<file path="src/rtl/display_state_sync_if.sv">
// Update channel from the elevator controller into the display double buffer.
// The controller drives the master side; display_state_sync sits on the slave side.
interface display_state_sync_if #(
    parameter int NUM_FLOORS = 4,
    parameter int PEOPLE_W   = 4,
    parameter int STATE_W    = 3
);
    logic                           upd_valid;
    logic                           upd_ready;
    logic [STATE_W-1:0]             upd_state;
    logic [1:0]                     upd_dest;
    logic [NUM_FLOORS*PEOPLE_W-1:0] upd_people;

    modport master (
        output upd_valid,
        output upd_state,
        output upd_dest,
        output upd_people,
        input  upd_ready
    );

    modport slave (
        input  upd_valid,
        input  upd_state,
        input  upd_dest,
        input  upd_people,
        output upd_ready
    );
endinterface

</file>
<file path="src/rtl/display_state_sync.sv">
// Frame-synchronous double buffer: controller updates land in a shadow register and
// are committed to the pixel-generator view only at the start of vertical blanking.
module display_state_sync #(
    parameter int NUM_FLOORS   = 4,
    parameter int PEOPLE_W     = 4,
    parameter int STATE_W      = 3,
    parameter int BLINK_FRAMES = 30,
    parameter int H_ACTIVE     = 640,
    parameter int V_ACTIVE     = 480
) (
    input  logic                           pixel_clk,
    input  logic                           reset,
    input  logic [9:0]                     horiz_count,
    input  logic [9:0]                     vert_count,
    display_state_sync_if.slave            upd,
    output logic [STATE_W-1:0]             sim_state,
    output logic [1:0]                     destination,
    output logic [NUM_FLOORS*PEOPLE_W-1:0] people_data,
    output logic [PEOPLE_W+1:0]            people_total,
    output logic                           blink,
    output logic                           commit_pulse,
    output logic                           dest_err
);
    localparam int PEOPLE_BITS = NUM_FLOORS * PEOPLE_W;
    localparam int TOTAL_W     = PEOPLE_W + 2;
    localparam int CNT_W       = (BLINK_FRAMES > 1) ? $clog2(BLINK_FRAMES) : 1;
    localparam logic [CNT_W-1:0] FRAME_LAST = CNT_W'(BLINK_FRAMES - 1);
    localparam logic [9:0]       H_VB       = 10'(H_ACTIVE);
    localparam logic [9:0]       V_VB       = 10'(V_ACTIVE);

    typedef enum logic [1:0] {IDLE, PENDING, COMMIT} state_t;

    state_t                   state_reg, state_next;
    logic                     upd_ready_reg;
    logic [STATE_W-1:0]       shadow_state_reg;
    logic [1:0]               shadow_dest_reg;
    logic [PEOPLE_BITS-1:0]   shadow_people_reg;
    logic [STATE_W-1:0]       sim_state_reg;
    logic [1:0]               destination_reg;
    logic [PEOPLE_BITS-1:0]   people_data_reg;
    logic [TOTAL_W-1:0]       people_total_reg, people_total_next;
    logic [CNT_W-1:0]         frame_cnt_reg;
    logic                     blink_reg;
    logic                     commit_pulse_reg;
    logic                     dest_err_reg;
    logic [PEOPLE_W-1:0]      floor_count [NUM_FLOORS];

    logic vblank_start;
    logic accept;
    logic dest_bad;

    assign vblank_start = (vert_count == V_VB) && (horiz_count == H_VB);
    assign accept       = upd.upd_valid && upd_ready_reg;
    assign dest_bad     = (int'(upd.upd_dest) >= NUM_FLOORS);

    // FSM state register
    always_ff @(posedge pixel_clk or posedge reset) begin
        if (reset) begin
            state_reg <= IDLE;
        end else begin
            state_reg <= state_next;
        end
    end

    always_comb begin
        state_next = state_reg;
        case (state_reg)
            IDLE:    if (accept)       state_next = PENDING;
            PENDING: if (vblank_start) state_next = COMMIT;
            COMMIT:                    state_next = IDLE;
            default:                   state_next = IDLE;
        endcase
    end

    generate
        for (genvar gi = 0; gi < NUM_FLOORS; gi++) begin : g_floor
            assign floor_count[gi] = shadow_people_reg[gi*PEOPLE_W +: PEOPLE_W];
        end
    endgenerate

    always_comb begin
        people_total_next = '0;
        for (int f = 0; f < NUM_FLOORS; f++) begin
            people_total_next = people_total_next + TOTAL_W'(floor_count[f]);
        end
    end

    // Ready follows the next state, so it is a clean register with no path from upd_valid.
    always_ff @(posedge pixel_clk or posedge reset) begin
        if (reset) begin
            upd_ready_reg     <= 1'b1;
            shadow_state_reg  <= '0;
            shadow_dest_reg   <= '0;
            shadow_people_reg <= '0;
            sim_state_reg     <= '0;
            destination_reg   <= '0;
            people_data_reg   <= '0;
            people_total_reg  <= '0;
            commit_pulse_reg  <= 1'b0;
            dest_err_reg      <= 1'b0;
        end else begin
            upd_ready_reg    <= (state_next == IDLE);
            commit_pulse_reg <= (state_reg == COMMIT);
            dest_err_reg     <= accept && dest_bad;
            if (accept) begin
                shadow_state_reg  <= upd.upd_state;
                shadow_people_reg <= upd.upd_people;
                if (!dest_bad) begin
                    shadow_dest_reg <= upd.upd_dest;
                end
            end
            if (state_reg == COMMIT) begin
                sim_state_reg    <= shadow_state_reg;
                destination_reg  <= shadow_dest_reg;
                people_data_reg  <= shadow_people_reg;
                people_total_reg <= people_total_next;
            end
        end
    end

    // Blink phase runs on frame count alone, regardless of update traffic.
    always_ff @(posedge pixel_clk or posedge reset) begin
        if (reset) begin
            frame_cnt_reg <= '0;
            blink_reg     <= 1'b0;
        end else if (vblank_start) begin
            if (frame_cnt_reg == FRAME_LAST) begin
                frame_cnt_reg <= '0;
                blink_reg     <= ~blink_reg;
            end else begin
                frame_cnt_reg <= frame_cnt_reg + 1'b1;
            end
        end
    end

    assign upd.upd_ready  = upd_ready_reg;
    assign sim_state      = sim_state_reg;
    assign destination    = destination_reg;
    assign people_data    = people_data_reg;
    assign people_total   = people_total_reg;
    assign blink          = blink_reg;
    assign commit_pulse   = commit_pulse_reg;
    assign dest_err       = dest_err_reg;
endmodule

</file>
<file path="src/flat_wrapper.sv">
// flat-port wrapper written by rule: the top's interface ports become plain ports
module display_state_sync_flat 
#(
    parameter int NUM_FLOORS   = 4,
    parameter int PEOPLE_W     = 4,
    parameter int STATE_W      = 3,
    parameter int BLINK_FRAMES = 30,
    parameter int H_ACTIVE     = 640,
    parameter int V_ACTIVE     = 480
)
  (pixel_clk, reset, horiz_count, vert_count, sim_state, destination, people_data, people_total, blink, commit_pulse, dest_err, upd_upd_valid, upd_upd_state, upd_upd_dest, upd_upd_people, upd_upd_ready);
  display_state_sync_if #(.NUM_FLOORS(NUM_FLOORS), .PEOPLE_W(PEOPLE_W), .STATE_W(STATE_W)) upd_i ();
  input  logic pixel_clk;
  input  logic reset;
  input  logic [9:0] horiz_count;
  input  logic [9:0] vert_count;
  output logic [STATE_W-1:0] sim_state;
  output logic [1:0] destination;
  output logic [NUM_FLOORS*PEOPLE_W-1:0] people_data;
  output logic [PEOPLE_W+1:0] people_total;
  output logic blink;
  output logic commit_pulse;
  output logic dest_err;
  input wire logic [$bits(upd_i.upd_valid)-1:0] upd_upd_valid;
  input wire logic [$bits(upd_i.upd_state)-1:0] upd_upd_state;
  input wire logic [$bits(upd_i.upd_dest)-1:0] upd_upd_dest;
  input wire logic [$bits(upd_i.upd_people)-1:0] upd_upd_people;
  output wire logic [$bits(upd_i.upd_ready)-1:0] upd_upd_ready;
  assign upd_i.upd_valid = upd_upd_valid;
  assign upd_i.upd_state = upd_upd_state;
  assign upd_i.upd_dest = upd_upd_dest;
  assign upd_i.upd_people = upd_upd_people;
  assign upd_upd_ready = upd_i.upd_ready;
  display_state_sync #(.NUM_FLOORS(NUM_FLOORS), .PEOPLE_W(PEOPLE_W), .STATE_W(STATE_W), .BLINK_FRAMES(BLINK_FRAMES), .H_ACTIVE(H_ACTIVE), .V_ACTIVE(V_ACTIVE)) u_core (.pixel_clk(pixel_clk), .reset(reset), .horiz_count(horiz_count), .vert_count(vert_count), .upd(upd_i), .sim_state(sim_state), .destination(destination), .people_data(people_data), .people_total(people_total), .blink(blink), .commit_pulse(commit_pulse), .dest_err(dest_err));
endmodule
</file>
<file path="config.mk">
export PLATFORM = sky130hd
export DESIGN_NAME = display_state_sync_flat
export DESIGN_NICKNAME = d
export VERILOG_FILES = /design/src/rtl/display_state_sync_if.sv /design/src/rtl/display_state_sync.sv /design/src/flat_wrapper.sv
export SDC_FILE = /design/constraint.sdc
export NUM_CORES = 1
export LEC_CHECK = 0
export ABC_CLOCK_PERIOD_IN_PS = 2950
export CAP_MARGIN = 40
export CORE_UTILIZATION = 49
export CTS_BUF_LIST = sky130_fd_sc_hd__clkbuf_4
export DETAILED_ROUTE_END_ITERATION = 8
export GPL_ROUTABILITY_DRIVEN = 0
export GPL_TIMING_DRIVEN = 0
export PLACE_DENSITY = 0.86
export SYNTH_ARGS = -nofsm -noshare
export SYNTH_HDL_FRONTEND = slang
export SYNTH_SLANG_ARGS = --single-unit
</file>
<file path="constraint.sdc">
create_clock -name pixel_clk -period 2.95 [get_ports pixel_clk]
set_input_delay 0.7375 -clock pixel_clk [delete_from_list [all_inputs] [get_ports pixel_clk]]
set_output_delay 0.7375 -clock pixel_clk [all_outputs]
set_load 0.01 [all_outputs]
</file>
==> flow_summary.html <==
<table>
<tr><th>Metric</th><th>Value</th></tr>
<tr><th colspan="2">Worst setup path</th></tr>
<tr><td>Slowest library cell on the worst path</td><td>fa_1</td></tr>
<tr><td>Destination of the critical timing path</td><td>u_core.people_total[5]</td></tr>
<tr><td>Element type at the critical path end</td><td>flip-flop</td></tr>
<tr><td>Required time at the worst-slack endpoint</td><td>roughly 3.2 ns</td></tr>
<tr><td>Worst R2R Path Depth</td><td>10</td></tr>
<tr><td>Classification of the worst setup path</td><td>flip-flop to flip-flop</td></tr>
<tr><td>Critical path, cell by cell</td><td>ha_1 &gt; inv_1 &gt; fa_2 &gt; fa_1 &gt; inv_1 &gt; ha_1 &gt; fa_2 &gt; a21o_1 &gt; a21oi_1 &gt; o21ai_0</td></tr>
<tr><td>R2r endpoint</td><td>u_core.people_total[5]</td></tr>
<tr><td>Crit path arrival time</td><td>approximately 3.1 ns</td></tr>
<tr><td>Launching element of the worst setup path</td><td>u_core.shadow_people_reg[0]</td></tr>
<tr><td>Crit-path max cell delay</td><td>about 0.49 ns</td></tr>
<tr><td>Setup slack of the most critical reg-to-reg path</td><td>roughly 0.11 ns</td></tr>
<tr><td>Critical register-to-register path startpoint</td><td>u_core.shadow_people_reg[0]</td></tr>
<tr><td>Sort of element at the start of the critical path</td><td>flip-flop</td></tr>
<tr><td>Critical path peak fanout</td><td>3</td></tr>
<tr><th colspan="2">Synth</th></tr>
<tr><td>Total number of yosys warnings</td><td>0</td></tr>
<tr><td>Register bit count reported by yosys</td><td>between 50 and 60</td></tr>
<tr><td>Number of different library cells in the post-synthesis netlist</td><td>35</td></tr>
<tr><td>Top-area cell type share of the netlist area</td><td>0.534</td></tr>
<tr><td>Combinational family with the most area after synthesis</td><td>multiplexers</td></tr>
<tr><td>Simple-Gate Fraction of Synth Area</td><td>0.0824</td></tr>
<tr><td>Post-synthesis area per instance</td><td>approximately 13 um2</td></tr>
<tr><td>Leading cell types by total area after synthesis</td><td>dfrtp_1 (53%), mux2_2 (16%), ha_1 (4.7%)</td></tr>
<tr><td>Adder and majority cell fraction of the synthesized area</td><td>0.0918</td></tr>
<tr><td>Post-synthesis cell type with the largest combined area</td><td>dfrtp_1</td></tr>
<tr><td>Netlist Area Pre-Place</td><td>around 2700 um2</td></tr>
<tr><td>XOR/XNOR share of the synthesized area</td><td>0.0164</td></tr>
<tr><td>Compound-Gate Fraction of Synth Area</td><td>0.0660</td></tr>
<tr><td>Nets in the synthesized netlist</td><td>~270</td></tr>
<tr><td>Number of standard cells after synthesis</td><td>207</td></tr>
<tr><td>Share of cell area taken by muxes after synthesis</td><td>0.156</td></tr>
<tr><td>Sequential fraction of the synthesis area</td><td>0.544</td></tr>
<tr><th colspan="2">Clock network</th></tr>
<tr><td>Max clock buf depth</td><td>2</td></tr>
<tr><td>Clock latency at the later pin of the worst-skew pair</td><td>around 0.40 ns</td></tr>
<tr><td>TritonCTS clock tree</td><td>built</td></tr>
<tr><td>TritonCTS sink count</td><td>58</td></tr>
<tr><td>Number of buffers added for setup after CTS</td><td>0</td></tr>
<tr><td>CTS HTree Levels</td><td>3</td></tr>
<tr><td>Clock buffer count from CTS</td><td>9</td></tr>
<tr><td>Post-CTS resize count</td><td>0</td></tr>
<tr><td>Root buf cell</td><td>clkbuf_4</td></tr>
<tr><td>Clock transition time at the flip-flop clock pins of the worst setup and hold paths</td><td>between 0.1 and 0.15 ns</td></tr>
<tr><td>Quantity of hold-fixing buffers added after cts</td><td>0</td></tr>
<tr><th colspan="2">Drt</th></tr>
<tr><td>Final antenna-violating net count</td><td>0</td></tr>
<tr><td>DRC Markers</td><td>0</td></tr>
<tr><td>Number of iterations in the first detailed-routing pass</td><td>4</td></tr>
<tr><td>Final WL</td><td>about 5300 um</td></tr>
<tr><td>Via-per-instance ratio</td><td>5.05</td></tr>
<tr><td>Number of vias after detailed routing</td><td>approximately 1,900</td></tr>
<tr><td>Average routed wire per standard cell</td><td>approximately 14 um</td></tr>
<tr><td>Number of DRC markers after the initial detailed-route iteration</td><td>76</td></tr>
<tr><th colspan="2">Outcome</th></tr>
<tr><td>Outcome</td><td>complete, no violations</td></tr>
<tr><th colspan="2">Global route</th></tr>
<tr><td>Antenna violations before repair</td><td>0</td></tr>
<tr><td>Maximum number of pins on one net before global-route repair</td><td>35</td></tr>
<tr><td>Global-route wire length before repair</td><td>about 8500 um</td></tr>
<tr><td>Number of global-route vias before repair</td><td>around 1,800</td></tr>
<tr><td>Gr usage total</td><td>0.209</td></tr>
<tr><td>Remaining global-route overflow</td><td>0</td></tr>
<tr><th colspan="2">Finish</th></tr>
<tr><td>Number of fill cells</td><td>366</td></tr>
<tr><td>Number of non-filler instances in the completed layout</td><td>367</td></tr>
<tr><td>Number of nets at the end of the flow</td><td>~350</td></tr>
<tr><td>Share of cells above drive strength 1</td><td>0.219</td></tr>
<tr><td>Synthesis-to-finish area growth</td><td>38.1%</td></tr>
<tr><td>Antenna Cells</td><td>0</td></tr>
<tr><td>Fin util</td><td>0.713</td></tr>
<tr><th colspan="2">Power and ir drop</th></tr>
<tr><td>Maximum vdd ir drop</td><td>approximately 0.50 mV</td></tr>
<tr><td>Overall power</td><td>roughly 2600 uW</td></tr>
<tr><td>Power per cell area</td><td>approximately 700 nW/um2</td></tr>
<tr><td>P_leak</td><td>around 0.0017 uW</td></tr>
<tr><th colspan="2">Floorplanning</th></tr>
<tr><td>Core region area</td><td>5170 um2</td></tr>
<tr><td>Die Y</td><td>roughly 76 um</td></tr>
<tr><td>Floorplan die area</td><td>5750 um2</td></tr>
<tr><td>Starting utilization of the core area</td><td>0.516</td></tr>
<tr><td>Total number of placement rows</td><td>26</td></tr>
<tr><td>Ports placed on the boundary</td><td>75</td></tr>
<tr><td>DIE WIDTH</td><td>about 76 um</td></tr>
<tr><th colspan="2">STA</th></tr>
<tr><td>Number of max-slew violations in the final report</td><td>0</td></tr>
<tr><td>RSZ-0062 raised after global routing</td><td>no</td></tr>
<tr><td>Min Clock Period, post-route</td><td>about 2.8 ns</td></tr>
<tr><td>Timing-limited maximum frequency</td><td>around 350 MHz</td></tr>
<tr><td>Hold Fails Final Rpt</td><td>0</td></tr>
<tr><td>Transition at the pin with the smallest max-transition slack</td><td>about 0.74 ns</td></tr>
<tr><td>Slew margin rel.</td><td>0.506</td></tr>
<tr><td>Final worst path period share</td><td>0.963</td></tr>
<tr><td>Finish-stage setup viols</td><td>0</td></tr>
<tr><td>Clock Skews</td><td>between 0.01 and 0.015 ns</td></tr>
<tr><td>Hold Slack</td><td>0.474 ns</td></tr>
<tr><th colspan="2">Placement</th></tr>
<tr><td>Number of cells in the design after placement</td><td>about 350</td></tr>
<tr><td>Input/output buffers</td><td>73</td></tr>
<tr><td>DP Wirelength</td><td>3880 um</td></tr>
<tr><th colspan="2">Run</th></tr>
<tr><td>Max Cap Violations</td><td>0</td></tr>
<tr><th colspan="2">Min path</th></tr>
<tr><td>Worst hold path class</td><td>flip-flop to flip-flop</td></tr>
</table>
==> layer usage <==
metal / GRT usage / wire, um / vias to the layer above
li1: - / - / 877
met1: 0.264 / 2310 / 913
met2: 0.332 / 2650 / 55
met3: 0.0489 / 230 / 8
met4: 0.117 / 91 / 0
met5: 0 / 0 / -
==> where the power goes <==
| part | switching, uW | leakage, uW | total [uW] | internal, uW |
|---|---|---|---|---|
| Combinational | 482 | 0.000853 | 974 | 493 |
| Sequential | 59.1 | 0.000756 | 944 | 885 |
| Clock | 295 | 0.0000838 | 643 | 348 |
==> how the worst min path moves through the flow <==
stage	start	to	slack (ns)	depth (start not counted)
after floorplan	u_core.state_reg[1]	u_core.state_reg[1]	0.42	1
after global placement	u_core.state_reg[1]	u_core.state_reg[1]	0.44	1
after detailed placement	u_core.state_reg[1]	u_core.state_reg[1]	0.45	1
after CTS	u_core.state_reg[1]	u_core.state_reg[1]	0.46	1
after global routing	u_core.state_reg[1]	u_core.state_reg[1]	0.48	1
final	u_core.blink	u_core.blink	0.47	1
==> synthesized netlist by cell type, drive strengths merged <==
cell type,count
mux2,37
clkbuf,6
nand4b,1
nand2b,2
nor2,2
buf,2
nand4,1
nor4b,2
xor2,4
a21oi,5
nor2b,2
nor3,1
nor3b,2
xnor2,1
nand2,12
o22a,1
fa,6
nor4,2
dfstp,1
o31ai,4
a21o,4
o211ai,1
ha,10
conb,1
o21ai,15
dfrtp,57
nand3,2
and4,1
or2,2
inv,19
nor4bb,1
==> per-stage QoR <==
step                setup slack, ns  cell area [um2]  TNS [ns]
floorplan                     0.291             2670         0
global placement             -0.221             3490    -12.51
detailed placement            0.107             3520         0
CTS                          0.0723             3670         0
global route                 0.0165             3690         0
finish                        0.110             3690         0
==> cells in the final DEF, fill, tap and decap left out, drive strengths merged <==
cell	count
a21o	4
a21oi	5
and4	1
buf	3
bufinv	2
clkbuf	16
clkdlybuf4s50	73
clkinv	3
clkinvlp	1
conb	1
dfrtp	57
dfstp	1
fa	6
ha	10
inv	19
mux2	37
nand2	12
nand2b	2
nand3	2
nand4	1
nand4b	1
nor2	2
nor2b	2
nor3	1
nor3b	2
nor4	2
nor4b	2
nor4bb	1
o211ai	1
o21ai	15
o22a	1
o31ai	4
or2	2
xnor2	1
xor2	4
==> cells by family after synthesis <==
kind of cell	after synthesis
xor+xnor	5
fa+ha+maj	16
compound gates	30
flops	58
simple gates	33
buf+inv	27
mux	37
other cells	1
==> worst max-delay path, delay by kind of cell, from the launching register on <==
kind	cells	cell delay, ns
flops	1	0.41
fa+ha+maj	5	1.75
buf+inv	2	0.12
compound gates	3	0.41
==> layout make-up <==
class / instances / area (um2) / share of cell area
buffer: 8 / 41.3 / 0.0112
clock buffer: 10 / 75.1 / 0.0203
clock inverter: 6 / 81.3 / 0.0220
inverter: 19 / 71.3 / 0.0193
multi-input combinational: 122 / 1120 / 0.304
sequential: 58 / 1450 / 0.394
tap: 70 / 87.6 / 0.0237
timing repair buffer: 74 / 758 / 0.205
Power figures use the tool's default switching activity.
